[config.mk]
export PLATFORM = sky130hd
export DESIGN_NAME = cfg_conv_axi
export DESIGN_NICKNAME = d
export VERILOG_FILES = /design/src/rtl/cfg_axi_pkg.sv /design/src/rtl/cfg_conv_axi.sv
export SDC_FILE = /design/constraint.sdc
export NUM_CORES = 1
export LEC_CHECK = 0
export BUFFER_PORTS_ARGS = -buffer_cell sky130_fd_sc_hd__buf_2
export CAP_MARGIN = 25
export CORE_MARGIN = 2
export CORE_UTILIZATION = 42
export CTS_CLUSTER_DIAMETER = 80
export CTS_CLUSTER_SIZE = 28
export DETAILED_ROUTE_END_ITERATION = 7
export GPL_ROUTABILITY_DRIVEN = 0
export GPL_TIMING_DRIVEN = 0
export PLACE_DENSITY_LB_ADDON = 0.15
export SYNTH_ARGS = -nofsm -noshare
export SYNTH_HDL_FRONTEND = slang
export SYNTH_SLANG_ARGS = --single-unit
[constraint.sdc]
create_clock -name i_axi_clk -period 1.5 [get_ports i_axi_clk]
set_input_delay 0.075 -clock i_axi_clk [delete_from_list [all_inputs] [get_ports i_axi_clk]]
set_output_delay 0.075 -clock i_axi_clk [all_outputs]
set_load 0.01 [all_outputs]
[src/rtl/cfg_axi_pkg.sv]
// Shared definitions for the cfg-bus to AXI-lite bridge.
//   cfg_axi_state_e : bridge FSM state encoding (3 bits)
//   AXI_RESP_OKAY   : AXI response code for a successful transfer
//   AXI_WSTRB_ALL   : write strobe with all byte lanes enabled
package cfg_axi_pkg;

    typedef enum logic [2:0] {
        IDLE    = 3'd0,
        WR_REQ  = 3'd1,
        WR_RESP = 3'd2,
        RD_REQ  = 3'd3,
        RD_RESP = 3'd4
    } cfg_axi_state_e;

    localparam logic [1:0] AXI_RESP_OKAY = 2'b00;
    localparam logic [3:0] AXI_WSTRB_ALL = 4'hF;

endpackage

[src/rtl/cfg_conv_axi.sv]
// cfg_conv_axi: converts single-beat cfg-bus read/write requests into
// AXI-lite master transactions, one at a time.
// Ports:
//   i_axi_clk, i_axi_rst_n      : clock, synchronous active-low reset
//   s_cfg_*                     : cfg slave (wr_en/rd_en requests, addr, data,
//                                 rd_vld strobe, rd_data, busy)
//   m_axi_aw*/w*/b*/ar*/r*      : AXI-lite master channels
//   o_resp_err, o_err_cnt       : sticky error flag and saturating error count,
//                                 present only with CFG_CONV_AXI_RESP_ERR_EN
module cfg_conv_axi
    import cfg_axi_pkg::*;
#(
    parameter int unsigned CFG_DATA_WIDTH = 32,
    parameter int unsigned CFG_ADDR_WIDTH = 32,
    parameter int unsigned AXI_ADDR_WIDTH = 32,
    parameter int unsigned AXI_DATA_WIDTH = 32
) (
    input  logic                      i_axi_clk,
    input  logic                      i_axi_rst_n,
    input  logic                      s_cfg_wr_en,
    input  logic [CFG_DATA_WIDTH-1:0] s_cfg_wr_data,
    input  logic [CFG_ADDR_WIDTH-1:0] s_cfg_addr,
    input  logic                      s_cfg_rd_en,
    output logic                      s_cfg_rd_vld,
    output logic [CFG_DATA_WIDTH-1:0] s_cfg_rd_data,
    output logic                      s_cfg_busy,
`ifdef CFG_CONV_AXI_RESP_ERR_EN
    output logic                      o_resp_err,
    output logic [7:0]                o_err_cnt,
`endif
    output logic [AXI_ADDR_WIDTH-1:0] m_axi_awaddr,
    output logic                      m_axi_awvalid,
    input  logic                      m_axi_awready,
    output logic [AXI_DATA_WIDTH-1:0] m_axi_wdata,
    output logic [3:0]                m_axi_wstrb,
    output logic                      m_axi_wvalid,
    input  logic                      m_axi_wready,
    input  logic [1:0]                m_axi_bresp,
    input  logic                      m_axi_bvalid,
    output logic                      m_axi_bready,
    output logic [AXI_ADDR_WIDTH-1:0] m_axi_araddr,
    output logic                      m_axi_arvalid,
    input  logic                      m_axi_arready,
    input  logic [AXI_DATA_WIDTH-1:0] m_axi_rdata,
    input  logic [1:0]                m_axi_rresp,
    input  logic                      m_axi_rvalid,
    output logic                      m_axi_rready
);

    cfg_axi_state_e              r_state, w_state_nxt;
    logic                        r_awvalid, w_awvalid_nxt;
    logic                        r_wvalid, w_wvalid_nxt;
    logic                        r_bready, w_bready_nxt;
    logic                        r_arvalid, w_arvalid_nxt;
    logic                        r_rready, w_rready_nxt;
    logic                        r_busy, w_busy_nxt;
    logic                        r_rd_vld, w_rd_vld_nxt;
    logic [CFG_DATA_WIDTH-1:0]   r_rd_data, w_rd_data_nxt;
    logic [AXI_ADDR_WIDTH-1:0]   r_addr, w_addr_nxt;
    logic [AXI_DATA_WIDTH-1:0]   r_wdata, w_wdata_nxt;
    logic                        w_aw_done, w_w_done;

    // State and registered outputs
    always_ff @(posedge i_axi_clk) begin
        if (!i_axi_rst_n) begin
            r_state   <= IDLE;
            r_awvalid <= 1'b0;
            r_wvalid  <= 1'b0;
            r_bready  <= 1'b0;
            r_arvalid <= 1'b0;
            r_rready  <= 1'b0;
            r_busy    <= 1'b0;
            r_rd_vld  <= 1'b0;
            r_rd_data <= '0;
            r_addr    <= '0;
            r_wdata   <= '0;
        end else begin
            r_state   <= w_state_nxt;
            r_awvalid <= w_awvalid_nxt;
            r_wvalid  <= w_wvalid_nxt;
            r_bready  <= w_bready_nxt;
            r_arvalid <= w_arvalid_nxt;
            r_rready  <= w_rready_nxt;
            r_busy    <= w_busy_nxt;
            r_rd_vld  <= w_rd_vld_nxt;
            r_rd_data <= w_rd_data_nxt;
            r_addr    <= w_addr_nxt;
            r_wdata   <= w_wdata_nxt;
        end
    end

    // Next-state and next-output logic
    always_comb begin
        w_state_nxt   = r_state;
        w_awvalid_nxt = r_awvalid;
        w_wvalid_nxt  = r_wvalid;
        w_bready_nxt  = r_bready;
        w_arvalid_nxt = r_arvalid;
        w_rready_nxt  = r_rready;
        w_rd_vld_nxt  = 1'b0;
        w_rd_data_nxt = r_rd_data;
        w_addr_nxt    = r_addr;
        w_wdata_nxt   = r_wdata;
        // A channel counts as done once its valid has dropped or handshakes now
        w_aw_done     = !r_awvalid || m_axi_awready;
        w_w_done      = !r_wvalid  || m_axi_wready;

        case (r_state)
            IDLE: begin
                if (s_cfg_wr_en) begin
                    w_state_nxt   = WR_REQ;
                    w_addr_nxt    = AXI_ADDR_WIDTH'(s_cfg_addr);
                    w_wdata_nxt   = AXI_DATA_WIDTH'(s_cfg_wr_data);
                    w_awvalid_nxt = 1'b1;
                    w_wvalid_nxt  = 1'b1;
                end else if (s_cfg_rd_en) begin
                    w_state_nxt   = RD_REQ;
                    w_addr_nxt    = AXI_ADDR_WIDTH'(s_cfg_addr);
                    w_arvalid_nxt = 1'b1;
                end
            end
            WR_REQ: begin
                if (r_awvalid && m_axi_awready) w_awvalid_nxt = 1'b0;
                if (r_wvalid  && m_axi_wready)  w_wvalid_nxt  = 1'b0;
                if (w_aw_done && w_w_done) begin
                    w_state_nxt  = WR_RESP;
                    w_bready_nxt = 1'b1;
                end
            end
            WR_RESP: begin
                if (m_axi_bvalid) begin
                    w_state_nxt  = IDLE;
                    w_bready_nxt = 1'b0;
                end
            end
            RD_REQ: begin
                if (m_axi_arready) begin
                    w_state_nxt   = RD_RESP;
                    w_arvalid_nxt = 1'b0;
                    w_rready_nxt  = 1'b1;
                end
            end
            RD_RESP: begin
                if (m_axi_rvalid) begin
                    w_state_nxt   = IDLE;
                    w_rready_nxt  = 1'b0;
                    w_rd_vld_nxt  = 1'b1;
                    w_rd_data_nxt = m_axi_rdata[CFG_DATA_WIDTH-1:0];
                end
            end
            default: begin
                w_state_nxt   = IDLE;
                w_awvalid_nxt = 1'b0;
                w_wvalid_nxt  = 1'b0;
                w_bready_nxt  = 1'b0;
                w_arvalid_nxt = 1'b0;
                w_rready_nxt  = 1'b0;
            end
        endcase

        w_busy_nxt = (w_state_nxt != IDLE);
    end

    assign s_cfg_rd_vld  = r_rd_vld;
    assign s_cfg_rd_data = r_rd_data;
    assign s_cfg_busy    = r_busy;
    assign m_axi_awaddr  = r_addr;
    assign m_axi_awvalid = r_awvalid;
    assign m_axi_wdata   = r_wdata;
    assign m_axi_wstrb   = AXI_WSTRB_ALL;
    assign m_axi_wvalid  = r_wvalid;
    assign m_axi_bready  = r_bready;
    assign m_axi_araddr  = r_addr;
    assign m_axi_arvalid = r_arvalid;
    assign m_axi_rready  = r_rready;

`ifdef CFG_CONV_AXI_RESP_ERR_EN
    logic       r_resp_err;
    logic [7:0] r_err_cnt;
    logic       w_err_evt;
    logic       w_unused_rdata;

    // Non-OKAY response on a completing B or R handshake
    assign w_err_evt = ((r_state == WR_RESP) && m_axi_bvalid && (m_axi_bresp != AXI_RESP_OKAY))
                    || ((r_state == RD_RESP) && m_axi_rvalid && (m_axi_rresp != AXI_RESP_OKAY));

    // Sticky flag and saturating counter
    always_ff @(posedge i_axi_clk) begin
        if (!i_axi_rst_n) begin
            r_resp_err <= 1'b0;
            r_err_cnt  <= 8'd0;
        end else if (w_err_evt) begin
            r_resp_err <= 1'b1;
            if (r_err_cnt != 8'hFF) r_err_cnt <= r_err_cnt + 8'd1;
        end
    end

    assign o_resp_err     = r_resp_err;
    assign o_err_cnt      = r_err_cnt;
    assign w_unused_rdata = ^m_axi_rdata;
`else
    logic w_unused_resp;
    assign w_unused_resp = ^{m_axi_bresp, m_axi_rresp, m_axi_rdata};
`endif

endmodule

==> impl_metrics.prom <==
# TYPE chip_impl_metric gauge
chip_impl_info{name="run_status",value="complete, no violations"} 1
chip_impl_metric{name="mean_syn_cell_area",unit="µm²"} 7.96
chip_impl_metric{name="number_of_global_route_vias_before_repair",unit=""} 4353
chip_impl_metric{name="grt_util_all_layers",unit="%"} 24.4
chip_impl_metric{name="slew_headroom",unit="%"} 64.2
chip_impl_metric{name="yosysWarningCount",unit=""} 0
chip_impl_metric{name="die-area",unit="µm²"} 10400
chip_impl_metric{name="finalHoldViolations",unit=""} 0
chip_impl_metric{name="worst_slack_on_hold_paths",unit="ns"} 0.0485
chip_impl_metric{name="ioPinCount",unit=""} 248
chip_impl_info{name="cts_tree",value="built"} 1
chip_impl_info{name="grt-busiest-layer",value="met2"} 1
chip_impl_info{name="critPathLaunch",value="r_state[1]$_SDFF_PN0_"} 1
chip_impl_metric{name="dp.cells",unit=""} 879
chip_impl_metric{name="worst_ir_drop_vdd",unit="V"} 0.000600
chip_impl_metric{name="total_switching_power",unit="µW"} 1990
chip_impl_metric{name="design.core.area",unit="µm²"} 9280
chip_impl_metric{name="power.share.clock",unit="%"} 26.9
chip_impl_metric{name="cts_num_sinks",unit=""} 106
chip_impl_metric{name="layout.area.seq",unit="µm²"} 2120
chip_impl_metric{name="finalMaxSlewViolations",unit=""} 0
chip_impl_metric{name="m3_gr_usage",unit="%"} 6.50
chip_impl_metric{name="detailedPlacementHpwl",unit="µm"} 8710
chip_impl_metric{name="max_freq",unit="MHz"} 710
chip_impl_metric{name="finalCritPeriodShare",unit="%"} 93.9
chip_impl_metric{name="worst_setup_hold_path_clk_slew",unit="ns"} 0.10
chip_impl_metric{name="rows",unit=""} 35
chip_impl_metric{name="worstHoldPathCells",unit=""} 3
chip_impl_metric{name="die_height",unit="µm"} 102
chip_impl_info{name="clock_tree.root_cell",value="sky130_fd_sc_hd__clkbuf_8"} 1
chip_impl_metric{name="power.switching_fraction",unit="%"} 29.3
chip_impl_metric{name="grt_pass1_wl",unit="µm"} 20000
chip_impl_metric{name="post_synth_num_cell_types",unit=""} 28
chip_impl_metric{name="flow.area_growth_from_synthesis",unit="%"} 64.6
chip_impl_metric{name="data_arrival_critical_path",unit="ns"} 1.70
chip_impl_metric{name="grt_use_met2",unit="%"} 43.4
chip_impl_metric{name="postSynthRegisterBits",unit=""} 106
chip_impl_metric{name="drt_drc_violations_left",unit=""} 0
chip_impl_metric{name="p_per_area",unit="nW/µm²"} 1020
chip_impl_metric{name="detailroute.via_count",unit=""} 4591
chip_impl_metric{name="maximum_number_of_pins_on_one_net_before_global_route_repair",unit=""} 18
chip_impl_metric{name="r2r_cells",unit=""} 6
chip_impl_metric{name="power_frac_comb",unit="%"} 26.1
chip_impl_metric{name="finalClockSkew",unit="ns"} 0.00910
chip_impl_metric{name="multiInputGateArea",unit="µm²"} 1480
chip_impl_info{name="rr_startpoint",value="r_state[1]$_SDFF_PN0_"} 1
chip_impl_metric{name="finalSetupViolations",unit=""} 0
chip_impl_metric{name="detail-route-antenna-nets",unit=""} 0
chip_impl_metric{name="nNetsFinal",unit=""} 969
chip_impl_metric{name="syn-cell-area",unit="µm²"} 4040
chip_impl_metric{name="worst_ep_required_time",unit="ns"} 1.79
chip_impl_info{name="worstHoldPathType",value="primary input to register"} 1
chip_impl_metric{name="htreeDepth",unit=""} 3
chip_impl_metric{name="antenna_found_initial",unit=""} 0
chip_impl_metric{name="average_detailed_routed_wire_length_per_instance",unit="µm"} 13.1
chip_impl_info{name="hold_path.startpoint",value="m_axi_rvalid"} 1
chip_impl_metric{name="vias_per_cell",unit=""} 4.62
chip_impl_metric{name="preCtsSetupSlack",unit="ns"} 0.00523
chip_impl_metric{name="seq_area_frac_synth",unit="%"} 52.5
chip_impl_metric{name="power_frac_seq",unit="%"} 47.0
chip_impl_metric{name="num-fill-cells",unit=""} 748
chip_impl_metric{name="drive_gt1_share",unit="%"} 37.3
chip_impl_metric{name="drv.max_cap_violation_count",unit=""} 0
chip_impl_metric{name="fin_ws",unit="ns"} 0.0914
chip_impl_metric{name="cts_buffers",unit=""} 9
chip_impl_metric{name="worstMarginPinSlew",unit="ns"} 0.538
chip_impl_metric{name="worstPathMaxFanout",unit=""} 10
chip_impl_metric{name="number_of_instances_in_the_synthesized_netlist",unit=""} 508
chip_impl_metric{name="met1_usage_in_global_routing",unit="%"} 26.7
chip_impl_metric{name="min_period",unit="ns"} 1.41
chip_impl_metric{name="die-width",unit="µm"} 102
chip_impl_metric{name="cts_buffer_depth",unit=""} 2
chip_impl_metric{name="drt_iter0_markers",unit=""} 104
chip_impl_metric{name="numPortBuffers",unit=""} 239
chip_impl_metric{name="worst_skew_pair.late_latency",unit="ns"} 0.36
chip_impl_metric{name="p_int",unit="µW"} 4790
chip_impl_info{name="setup.worst_path.start_class",value="register"} 1
chip_impl_metric{name="finish.cell_count_without_fillers",unit=""} 994
chip_impl_metric{name="p_leak",unit="µW"} 0.00322
chip_impl_metric{name="route.final.wire_length",unit="µm"} 13000
chip_impl_info{name="crit_path_end_kind",value="register"} 1
chip_impl_info{name="start_to_end_type_of_the_worst_setup_path",value="register to register"} 1
chip_impl_metric{name="floorplan.initialDensity",unit="%"} 43.5
chip_impl_info{name="rsz0062_at_grt",value="true"} 1
chip_impl_metric{name="n_antenna_cell",unit=""} 0
chip_impl_metric{name="drtPass1Iterations",unit=""} 4
chip_impl_metric{name="grt-ovfl-total",unit=""} 0
worst max-delay path: stages (launching register included):
cell	delay (ns)
sky130_fd_sc_hd__dfxtp_1	0.31
sky130_fd_sc_hd__buf_4	0.17
sky130_fd_sc_hd__nor3_4	0.18
sky130_fd_sc_hd__o21a_2	0.24
sky130_fd_sc_hd__clkbuf_4	0.23
sky130_fd_sc_hd__nand2_1	0.09
sky130_fd_sc_hd__a21oi_1	0.13
per-stage QoR:
step / power [µW] / util [%] / area (µm²) / TNS, ns
global route: 7170 / 71.7 / 6650 / -0.218
floorplan: 4120 / - / 4050 / 0
CTS: 6750 / 71.1 / 6600 / 0
finish: 6780 / 71.7 / 6650 / 0
global placement: 4700 / 58.3 / 5410 / 0
detailed placement: 4740 / 58.3 / 5410 / 0
kinds of logic (layout without fill, tap and decap cells):
family                 count (synthesis)  in the layout  synth area share [%]
AOI/OAI and AO/OA                    116            116                  14.9
buffers and inverters                 74            428                  11.8
other                                  1              4                0.0928
DFF                                  106            106                  52.5
and+or+nand+nor                      210            210                  20.5
muxes                                  1              1                 0.248
flip-flops by register name, summed over array words and instances (netlist names):
name	count
m_axi_araddr	32
m_axi_wdata	32
s_cfg_rd_data	32
r_state	3
m_axi_arvalid	1
m_axi_awvalid	1
m_axi_bready	1
m_axi_rready	1
m_axi_wvalid	1
s_cfg_busy	1
s_cfg_rd_vld	1
path summary, 6_finish.rpt:
check	slack (ns)	end
worst max-delay path	0.09	m_axi_araddr[9]$_SDFFE_PN0P_
worst min register to register	0.46	m_axi_wdata[0]$_SDFFE_PN0P_
worst max register to register	0.09	m_axi_araddr[9]$_SDFFE_PN0P_
worst min-delay path	0.05	m_axi_rready$_SDFFE_PN0P_
metal layers:
layer / wire length (µm) / share of wire, %
met5: 0 / 0
met3: 1010 / 7.7
met2: 6510 / 50
met4: 501 / 3.8
met1: 5020 / 38
cell type report:
cell class / instances / area share, %
plain buffers: 68 / 7.09
clock buffers: 11 / 2.28
clock inverters: 5 / 0.940
inverters: 6 / 0.339
multi-input cells: 331 / 22.2
flip-flops and latches: 106 / 31.9
well taps: 129 / 2.43
repair buffers: 338 / 32.8
cells in the final DEF, fill, tap and decap left out, drive strengths merged:
cell type	count
nor2b	1
inv	6
mux2i	1
a221oi	2
clkinv	2
nand3b	1
nand3	2
a31oi	2
and2	1
dfxtp	106
and3	1
nor2	5
conb	4
o21ai	5
clkinvlp	2
buf	292
dlygate4sd3	97
a311oi	1
nand2	195
or2	1
and3b	1
o21a	1
or3	1
clkbuf	28
bufinv	1
a21oi	103
nor3	1
o211ai	2
synthesized netlist by cell type, drive strengths merged:
master    n  area (µm²)
a21oi   103         515
a221oi    2        17.5
a311oi    1        8.76
a31oi     2        12.5
and2      1        6.26
and3      1        6.26
and3b     1        8.76
buf      54         400
clkbuf   14        52.6
conb      1        3.75
dfxtp   106        2120
inv       6        22.5
mux2i     1        10.0
nand2   195         732
nand3     2        10.0
nand3b    1        7.51
nor2      5        21.3
nor2b     1        6.26
nor3      1        16.3
o211ai    2        15.0
o21a      1        8.76
o21ai     5        25.0
or2       1        6.26
or3       1        6.26
what timing repair did:
item,4_1_cts,5_1_grt
resized for setup,2,18
hold buffers,97,0
cloned,0,0
setup buffers,0,2
setup endpoints to repair,2,90
pin swaps,0,2
endpoints found under the hold margin,97,0
power groups by stage:
stage | registers (µW) | clock network, µW | logic [µW]
floorplan | 3330 | 0 | 792
global placement | 3240 | 0 | 1470
detailed placement | 3250 | 0 | 1500
CTS | 3180 | 1870 | 1700
global route | 3220 | 2010 | 1940
finish | 3190 | 1820 | 1770
(Power assumes the default switching activity.)
